--- config.mk ---
export PLATFORM = sky130hd
export DESIGN_NAME = cubehash_msg_ctrl
export DESIGN_NICKNAME = d
export VERILOG_FILES = /design/src/rtl/cubehash_msg_ctrl.sv
export SDC_FILE = /design/constraint.sdc
export NUM_CORES = 1
export LEC_CHECK = 0
export BUFFER_PORTS_ARGS = -buffer_cell sky130_fd_sc_hd__buf_2
export CORE_AREA = 2 2 338 340
export CTS_CLUSTER_SIZE = 12
export DETAILED_ROUTE_END_ITERATION = 12
export DIE_AREA = 0 0 340 342
export PLACE_DENSITY = 0.48
export SLEW_MARGIN = 25
export SYNTH_ARGS = -nofsm -noshare
export SYNTH_HDL_FRONTEND = slang
export SYNTH_SLANG_ARGS = --single-unit
--- constraint.sdc ---
create_clock -name clk -period 2.1 [get_ports clk]
set_clock_uncertainty 0.05 [all_clocks]
set_input_delay 0.42 -clock clk [delete_from_list [all_inputs] [get_ports clk]]
set_output_delay 0.42 -clock clk [all_outputs]
set_load 0.005 [all_outputs]
--- src/rtl/cubehash_msg_ctrl.sv ---
`default_nettype none
// ============================================================================
// Module   : cubehash_msg_ctrl
// Purpose  : Packs a 64-bit message word stream into padded 256-bit blocks,
//            sequences the CubeHash core and returns the digest on valid/ready.
// Revision : 1.0 - initial release
// ============================================================================
module cubehash_msg_ctrl #(
    parameter int BLK_CNT_W = 32
) (
    input  logic                 clk,
    input  logic                 rst_n,
    input  logic                 s_valid,
    output logic                 s_ready,
    input  logic [63:0]          s_data,
    input  logic                 s_last,
    input  logic [3:0]           s_bytes,
    output logic                 hash_valid,
    input  logic                 hash_ready,
    output logic [255:0]         hash_out,
    output logic [BLK_CNT_W-1:0] blk_count,
    output logic                 core_init,
    output logic                 core_start,
    output logic                 core_fetch,
    output logic                 core_load,
    output logic [255:0]         core_msg,
    input  logic                 core_busy,
    input  logic [255:0]         core_hash
);

    typedef enum logic [3:0] {
        S_IDLE      = 4'd0,
        S_INIT      = 4'd1,
        S_INIT_WAIT = 4'd2,
        S_COLLECT   = 4'd3,
        S_ABSORB    = 4'd4,
        S_WAIT_ABS  = 4'd5,
        S_FINAL     = 4'd6,
        S_LOAD      = 4'd7,
        S_DONE      = 4'd8
    } state_t;

    state_t         r_state;
    state_t         w_state_next;
    logic [1:0]     r_idx;
    logic           r_final;
    logic           r_pad;
    logic           r_first;
    logic [255:0]   r_buf;
    logic [255:0]   w_buf_next;
    logic [3:0]     w_nb;
    logic           w_accept;
    logic           w_last_full;

    always_comb begin
        w_accept    = (r_state == S_COLLECT) && s_valid;
        w_nb        = !s_last ? 4'd8 : ((s_bytes > 4'd8) ? 4'd8 : s_bytes);
        w_last_full = (r_idx == 2'd3) && (w_nb == 4'd8);
        w_buf_next  = r_buf;
        if (w_accept) begin
            // Current word is masked; on the last word every later byte is
            // cleared and the 0x80 marker lands directly after the data.
            for (int k = 0; k < 4; k++) begin
                for (int b = 0; b < 8; b++) begin
                    if (k == int'(r_idx)) begin
                        if (b < int'(w_nb))
                            w_buf_next[255-64*k-8*b -: 8] = s_data[63-8*b -: 8];
                        else
                            w_buf_next[255-64*k-8*b -: 8] = (b == int'(w_nb)) ? 8'h80 : 8'h00;
                    end else if (s_last && (k > int'(r_idx))) begin
                        w_buf_next[255-64*k-8*b -: 8] =
                            ((w_nb == 4'd8) && (k == int'(r_idx) + 1) && (b == 0)) ? 8'h80 : 8'h00;
                    end
                end
            end
        end else if ((r_state == S_WAIT_ABS) && !core_busy && !r_final && r_pad) begin
            w_buf_next = {8'h80, 248'd0};
        end

        w_state_next = r_state;
        case (r_state)
            S_IDLE:      if (s_valid) w_state_next = S_INIT;
            S_INIT:      w_state_next = S_INIT_WAIT;
            S_INIT_WAIT: w_state_next = S_COLLECT;
            S_COLLECT:   if (w_accept && (s_last || (r_idx == 2'd3))) w_state_next = S_ABSORB;
            S_ABSORB:    w_state_next = S_WAIT_ABS;
            S_WAIT_ABS: begin
                if (!core_busy) begin
                    if (r_final)    w_state_next = S_FINAL;
                    else if (r_pad) w_state_next = S_ABSORB;
                    else            w_state_next = S_COLLECT;
                end
            end
            // The first FINAL cycle is ignored: the core has not yet seen fetch.
            S_FINAL:     if (!r_first && !core_busy) w_state_next = S_LOAD;
            S_LOAD:      w_state_next = S_DONE;
            S_DONE:      if (hash_ready) w_state_next = S_IDLE;
            default:     w_state_next = S_IDLE;
        endcase
    end

    always_ff @(posedge clk or negedge rst_n) begin
        if (!rst_n) begin
            r_state    <= S_IDLE;
            r_idx      <= 2'd0;
            r_final    <= 1'b0;
            r_pad      <= 1'b0;
            r_first    <= 1'b0;
            r_buf      <= '0;
            s_ready    <= 1'b0;
            hash_valid <= 1'b0;
            hash_out   <= '0;
            blk_count  <= '0;
            core_init  <= 1'b0;
            core_start <= 1'b0;
            core_fetch <= 1'b0;
            core_load  <= 1'b0;
            core_msg   <= '0;
        end else begin
            r_state    <= w_state_next;
            r_buf      <= w_buf_next;
            r_first    <= (r_state != S_FINAL);
            s_ready    <= (w_state_next == S_COLLECT);
            core_init  <= (w_state_next == S_INIT);
            core_start <= (w_state_next == S_ABSORB);
            core_msg   <= (w_state_next == S_ABSORB) ? w_buf_next : '0;
            core_fetch <= (w_state_next == S_FINAL) || (w_state_next == S_LOAD);
            core_load  <= (w_state_next == S_LOAD);
            hash_valid <= (w_state_next == S_DONE);

            if (r_state == S_LOAD)
                hash_out <= core_hash;

            if (w_state_next == S_INIT)
                blk_count <= '0;
            else if (r_state == S_ABSORB)
                blk_count <= blk_count + 1'b1;

            if (r_state == S_INIT) begin
                r_idx   <= 2'd0;
                r_final <= 1'b0;
                r_pad   <= 1'b0;
            end else if (w_accept) begin
                if (s_last) begin
                    r_final <= !w_last_full;
                    r_pad   <= w_last_full;
                end else if (r_idx == 2'd3) begin
                    r_final <= 1'b0;
                    r_pad   <= 1'b0;
                end else begin
                    r_idx   <= r_idx + 2'd1;
                end
            end else if ((r_state == S_WAIT_ABS) && !core_busy && !r_final) begin
                if (r_pad) begin
                    r_final <= 1'b1;
                    r_pad   <= 1'b0;
                end else begin
                    r_idx   <= 2'd0;
                end
            end
        end
    end

endmodule
`default_nettype wire

# After elaboration in Yosys (flattened, before gate mapping)
# Cells that the tools add are included.
[totals]
reg_bits = 815
wordCells = 198
out_inout_bits = 550
in_bits = 330
[op_classes]
n_lt_le_gt_ge = 12
eq_ne = 34
n_addsub = 3
n_mux = 106
reduce_logical = 28
[ops]
columns = ["op", "n"]
rows = [
  ["$mux 256", 3],
  ["$mux 8", 75],
  ["$mux 32", 2],
  ["$pmux 4 s9", 1],
  ["$add 32x1->32 const B", 1],
  ["$eq 2x32->1 const A", 1],
  ["$eq 3x32->1 const A", 1],
  ["$eq 4x3->1 const B", 7],
  ["$mux 4", 7],
  ["$eq 4x4->1 const A", 4],
  ["$lt 3x4->1 const A", 4],
  ["$logic_and 1x1->1", 13],
  ["$eq 4x2->1 const B", 3],
  ["$eq 4x4->1 const B", 3],
  ["$mux 2", 6],
  ["$mux 1", 10],
  ["$eq 3x4->1 const A", 2],
  ["$eq 4x1->1 const B", 2],
  ["$logic_not 4->1", 2],
  ["$lt 1x4->1 const A", 2],
  ["$lt 2x4->1 const A", 2],
  ["$mux 3", 2],
  ["$ne 3x2->1 const B", 2],
  ["$reduce_bool 3->1", 2],
  ["20 further kinds", 26],
]

# Depth between registers and ports, before layout
[depth]
ltp_word = 10
mapped_depth = 8
ltp_nobuf = 6

# Least setup slack after synthesis
# OpenSTA, ideal clock, no wires.
[synth_timing]
path_type = "flip-flop to flip-flop"
start = "reg r_state[1]"
end = "reg blk_count[17]"
t_arrival_ps = 2155
stages_incl_launch_ff = 7
path_slack_ps = -183
n_path_buf = 2
required_ps = 1972
path_cell_list = "dfrtp_1 > or4b_1 > buf_2 > or4_4 > buf_2 > or3_1 > a21oi_1"
[synth_via]
elab_chain_cells = 7
elab_cells_between_ends = 20
[synth_rtl]
columns = ["item", "line", "rtl"]
rows = [
  ["start: declaration", "43", "state_t r_state;"],
  ["start signal: assignment", "120", "r_state <= w_state_next;"],
  ["$eq 4x2->1", "56, 81", ""],
  ["$logic_and 1x1->1", "56", "w_accept = (r_state == S_COLLECT) && s_valid;"],
  ["$logic_and 1x1->1", "85", "S_COLLECT: if (w_accept && (s_last || (r_idx == 2'd3))) w_state_next = S_ABSORB;"],
  ["$mux 4", "85", ""],
  ["$pmux 4 s9", "81", "case (r_state)"],
  ["$eq 4x1->1", "134", "if (w_state_next == S_INIT)"],
  ["$mux 32 / $reduce_bool 2->1 (equally long branches)", "--", ""],
  ["end signal: assignment", "137", "blk_count <= blk_count + 1'b1;"],
  ["end: declaration", "21", "output logic [BLK_CNT_W-1:0] blk_count,"],
]
# Several ways; a longest one is shown, not always the timed one.
# A chain may end at the register's enable or synchronous reset.

# Worst setup path in the final report
[layout_timing]
start = "reg r_state[3]"
end = "reg core_msg[130]"
[layout_via]
elab_chain_cells = 7
elab_cells_between_ends = 24
[layout_rtl]
columns = ["item", "line", "rtl"]
rows = [
  ["$eq 4x2->1 / $eq 4x3->1 (equally long branches)", "56, 81, 76", ""],
  ["$logic_and 1x1->1, on equally long branches", "56, 76", ""],
  ["$logic_and 1x1->1, on equally long branches", "85, 76", ""],
  ["$mux 4 / $logic_and 1x1->1 (equally long branches)", "85, 76", ""],
  ["$pmux 4 s9 / $mux 256 (equally long branches)", "81, 76", ""],
  ["$eq 4x3->1 / $mux 256 (equally long branches)", "126, 60", ""],
  ["$mux 256 (*)", "126", "core_msg <= (w_state_next == S_ABSORB) ? w_buf_next : '0;"],
  ["end signal: assignment", "126", ""],
  ["end: declaration", "26", "output logic [255:0] core_msg,"],
]
# Mark *: on every way between the ends. The rest lies on a longest branch, timed or not.

==> flow_summary.yaml <==
status:
  status: "complete, but fails checks"
  violations: "setup timing"
timing:
  finalHoldViolations: 0
  slew_headroom_pct: 56.1
  setup_violations: 382
  tightest_slew_ps: 659
  timing.fmax_mhz: 432
  drv_slew: 0
  finalCriticalPeriod_ps: 2310
  rsz0062_at_grt: "yes"
  period_share_pct: 110
  fin_ws_ps: -215
  whs_ps: 84.4
  tns_ps: -24940
drt:
  via_count: 23600
  ant_nets: 0
  routedWlPerCell_um: 23.7
  drtPass1Iterations: 5
  postRouteWirelength_um: 125000
  drc: 0
  first_iter_violations: 1362
  viasPerCell: 4.49
setup_path:
  start_kind: "flip-flop"
  cp-end-kind: "flip-flop"
  crit_type: "reg2reg"
  crit_arrival_ps: 2850
  path_max_fanout: 5
  worstPathRequired_ps: 2640
cells_and_area:
  syn2layout_area_growth_pct: 66.0
  nets: 4028
  seq_area_um2: 18800
  fillers: 10700
  multi_input_area_um2: 11000
  layout-drive-gt1-share_pct: 51.7
  fin_area_um2: 46400
global_route:
  grt_max_degree: 60
  grtUsageTotal_pct: 19.8
  antenna_found_initial: 17
  first_global_vias: 24500
  grt_first_pass_wirelength_um: 170000
  overflow: 0
min_path:
  min_path_type: "in2reg"
clocking:
  cts-root-buf: "clkbuf_16"
  numCtsBuffers: 86
  path_clk_slew_ps: 60
  cts.path.max_buffers: 3
  cts.sinks: 751
  cts_tree: "done"
  clk_latency_ps: 660
  cts-htree-levels: 3
power_and_ir_drop:
  irDropWorstVdd_mv: 0.627
  p_per_area_nw_per_um2: 1270
  p_clk_share_pct: 25.1
  p_comb_share_pct: 38.3
  netSwitchingFraction_pct: 34.6
  p_sw_uw: 20400
  power.leakage_uw: 0.0226
  intPower_uw: 38500
  seqPwrFrac_pct: 36.6
logic_synthesis:
  synthFlopType: "dfrtp_1"
  syn_nets: 2592
  synth-edff-count: 0
  synthDistinctLibCells: 61
  yosys_warnings: 0
  ys_seq_area_share_pct: 67.3
  syn-instance-count: 2255
  synth_area_per_cell_um2: 12.4
  synth-seq-cells: 751
  ys_async_sr_fraction_pct: 100
  syn-cell-area_um2: 27900
place:
  preCtsSetupSlack_ps: -254
  hpwl_um: 84600
  port_buffers: 879
  routabilityCongestion: 0.851
  dpl-instance-area_um2: 36200
floorplan:
  die-area_um2: 116000
  rows: 124
  start_util_pct: 24.7
  pin_count: 880
  core_um2: 113000
  die_h_um: 342
  dieWidth_um: 340
job:
  maxCapViolCount: 0
-- registers in the layout, indices dropped and copies added, names as in the netlist --
name and flops:
core_msg 256, r_pad 1, core_fetch 1, blk_count 32
hash_out 256, s_ready 1, core_init 1, r_buf 192
r_first 1, r_state 4, r_idx 2, r_final 1
core_load 1, core_start 1, hash_valid 1
-- worst paths after layout --
path / start / to / slack (ps) / cells past startpoint
worst max-delay path: r_state[3]$_DFF_PN0_ / core_msg[130]$_DFF_PN0_ / -210 / 8
worst min-delay path: s_data[5] / r_buf[197]$_DFF_PN0_ / 80 / 3
worst max register to register: r_state[3]$_DFF_PN0_ / core_msg[130]$_DFF_PN0_ / -210 / 8
worst min register to register: r_buf[165]$_DFF_PN0_ / r_buf[165]$_DFF_PN0_ / 420 / 2
max in group asynchronous: rst_n / core_msg[209]$_DFF_PN0_ / 940 / 4
min in group asynchronous: rst_n / r_buf[183]$_DFF_PN0_ / 240 / 2
-- metrics by stage --
stage / utilization (%) / total power, uW / instances
after floorplan: - / 28700 / 2255
after global placement: 32.0 / 38600 / 4727
after detailed placement: 32.0 / 38800 / 4727
after CTS: 39.0 / 57100 / 5231
after global routing: 41.0 / 61800 / 5268
final: 41.0 / 58800 / 5271
-- power by group through the flow --
stage	clock (uW)	sequential, uW	combinational [uW]
after detailed placement	0	21400	17400
after floorplan	0	21500	7200
after global placement	0	21300	17300
final	14800	21500	22500
after global routing	15800	22000	24000
after CTS	15200	21300	20700
-- cells in the mapped netlist, types with 5 or more instances --
cell	count	area share (%)
clkbuf_1	126	1.7
xnor2_1	5	0.16
inv_1	49	0.66
nor2b_1	8	0.18
and3_1	11	0.25
and2_1	37	0.83
o21ai_0	95	1.7
nand2b_1	12	0.27
ha_1	7	0.31
buf_1	11	0.15
a32oi_1	29	0.91
or3_1	11	0.25
o21ai_1	48	0.86
a2111oi_2	6	0.32
nand2_1	283	3.8
nor4_1	6	0.13
nand3_1	127	2.3
a21oi_1	189	3.4
mux2_2	227	9.1
or2_2	5	0.11
nand4_1	10	0.22
a2111oi_1	5	0.18
mux2i_1	8	0.29
mux2_1	30	1.2
nor3_1	6	0.11
o31ai_1	9	0.24
dfrtp_1	751	67
buf_2	8	0.14
nor2_1	70	0.94
or4_1	9	0.24
-- critical path, cell delays in order, from the launching register on --
cell and delay (ps):
dfrtp_1 400, buf_6 140, or3b_4 490, a2111oi_4 370, buf_6 230, buf_12 160, clkbuf_16 190, o21ai_4 70
a21oi_2 130
-- what timing repair did --
| item | CTS | global route |
|---|---|---|
| buffers inserted | 27 | 22 |
| endpoints found under the setup margin | 380 | 646 |
| gates resized for setup | 330 | 377 |
| hold endpoints to repair | 634 | 0 |
| pin swaps | 58 | 129 |
| gates cloned | 25 | 22 |
| hold buffers | 305 | 0 |
-- routing by layer --
metal / global-route usage [%] / up-vias / part of all wire, %
met5: 0 / - / 0.10
met4: 7.29 / 18 / 3.6
met3: 6.13 / 175 / 7.1
met2: 33.3 / 745 / 49
met1: 23.9 / 12000 / 40
li1: - / 10700 / -
-- logic make-up after synthesis --
logic type / count (synthesis) / share of synthesized area, %
XOR/XNOR: 9 / 0.282
adder cells (fa/ha/maj): 7 / 0.313
multiplexers: 265 / 10.6
flip-flops: 751 / 67.3
AO/OA/AOI/OAI: 404 / 8.28
buffers and inverters: 195 / 2.66
AND/OR/NAND/NOR: 624 / 10.6
-- layout by cell type, fill, tap and decap left out, types with 8 or more instances in the layout --
master         count
buf_12            71
a21oi_2          116
clkinv_2          14
nand2b_1           9
buf_2            878
clkbuf_8          19
mux2i_1            8
nand4_1           10
clkbuf_16        105
buf_16            27
buf_6             46
a32oi_2           14
dfrtp_1          751
dlygate4sd3_1    305
o21ai_2           51
buf_4            137
and2_1            37
mux2_2           227
and3_1            11
mux2_1            30
nand3_1           79
buf_8             11
nor2_2             9
o21ai_4           46
nor2_1            54
nand3_2           27
a21oi_4           13
nand2_2           15
a32oi_4           11
o21ai_1           39
inv_1             44
a2111oi_4         10
nand2_1          263
clkbuf_1          18
nand3_4           21
a21oi_1           60
-- cell type report --
class | instances | share of cell area (%)
clock buffer | 125 | 5.46
inverter | 50 | 0.413
clock inverter | 24 | 0.483
multi-input combinational | 1309 | 23.6
sequential | 751 | 40.5
timing repair buffer | 1493 | 25.4
tap | 1512 | 4.08
antenna | 7 | 0.0378
No activity file was read; power rests on OpenSTA's default activity.
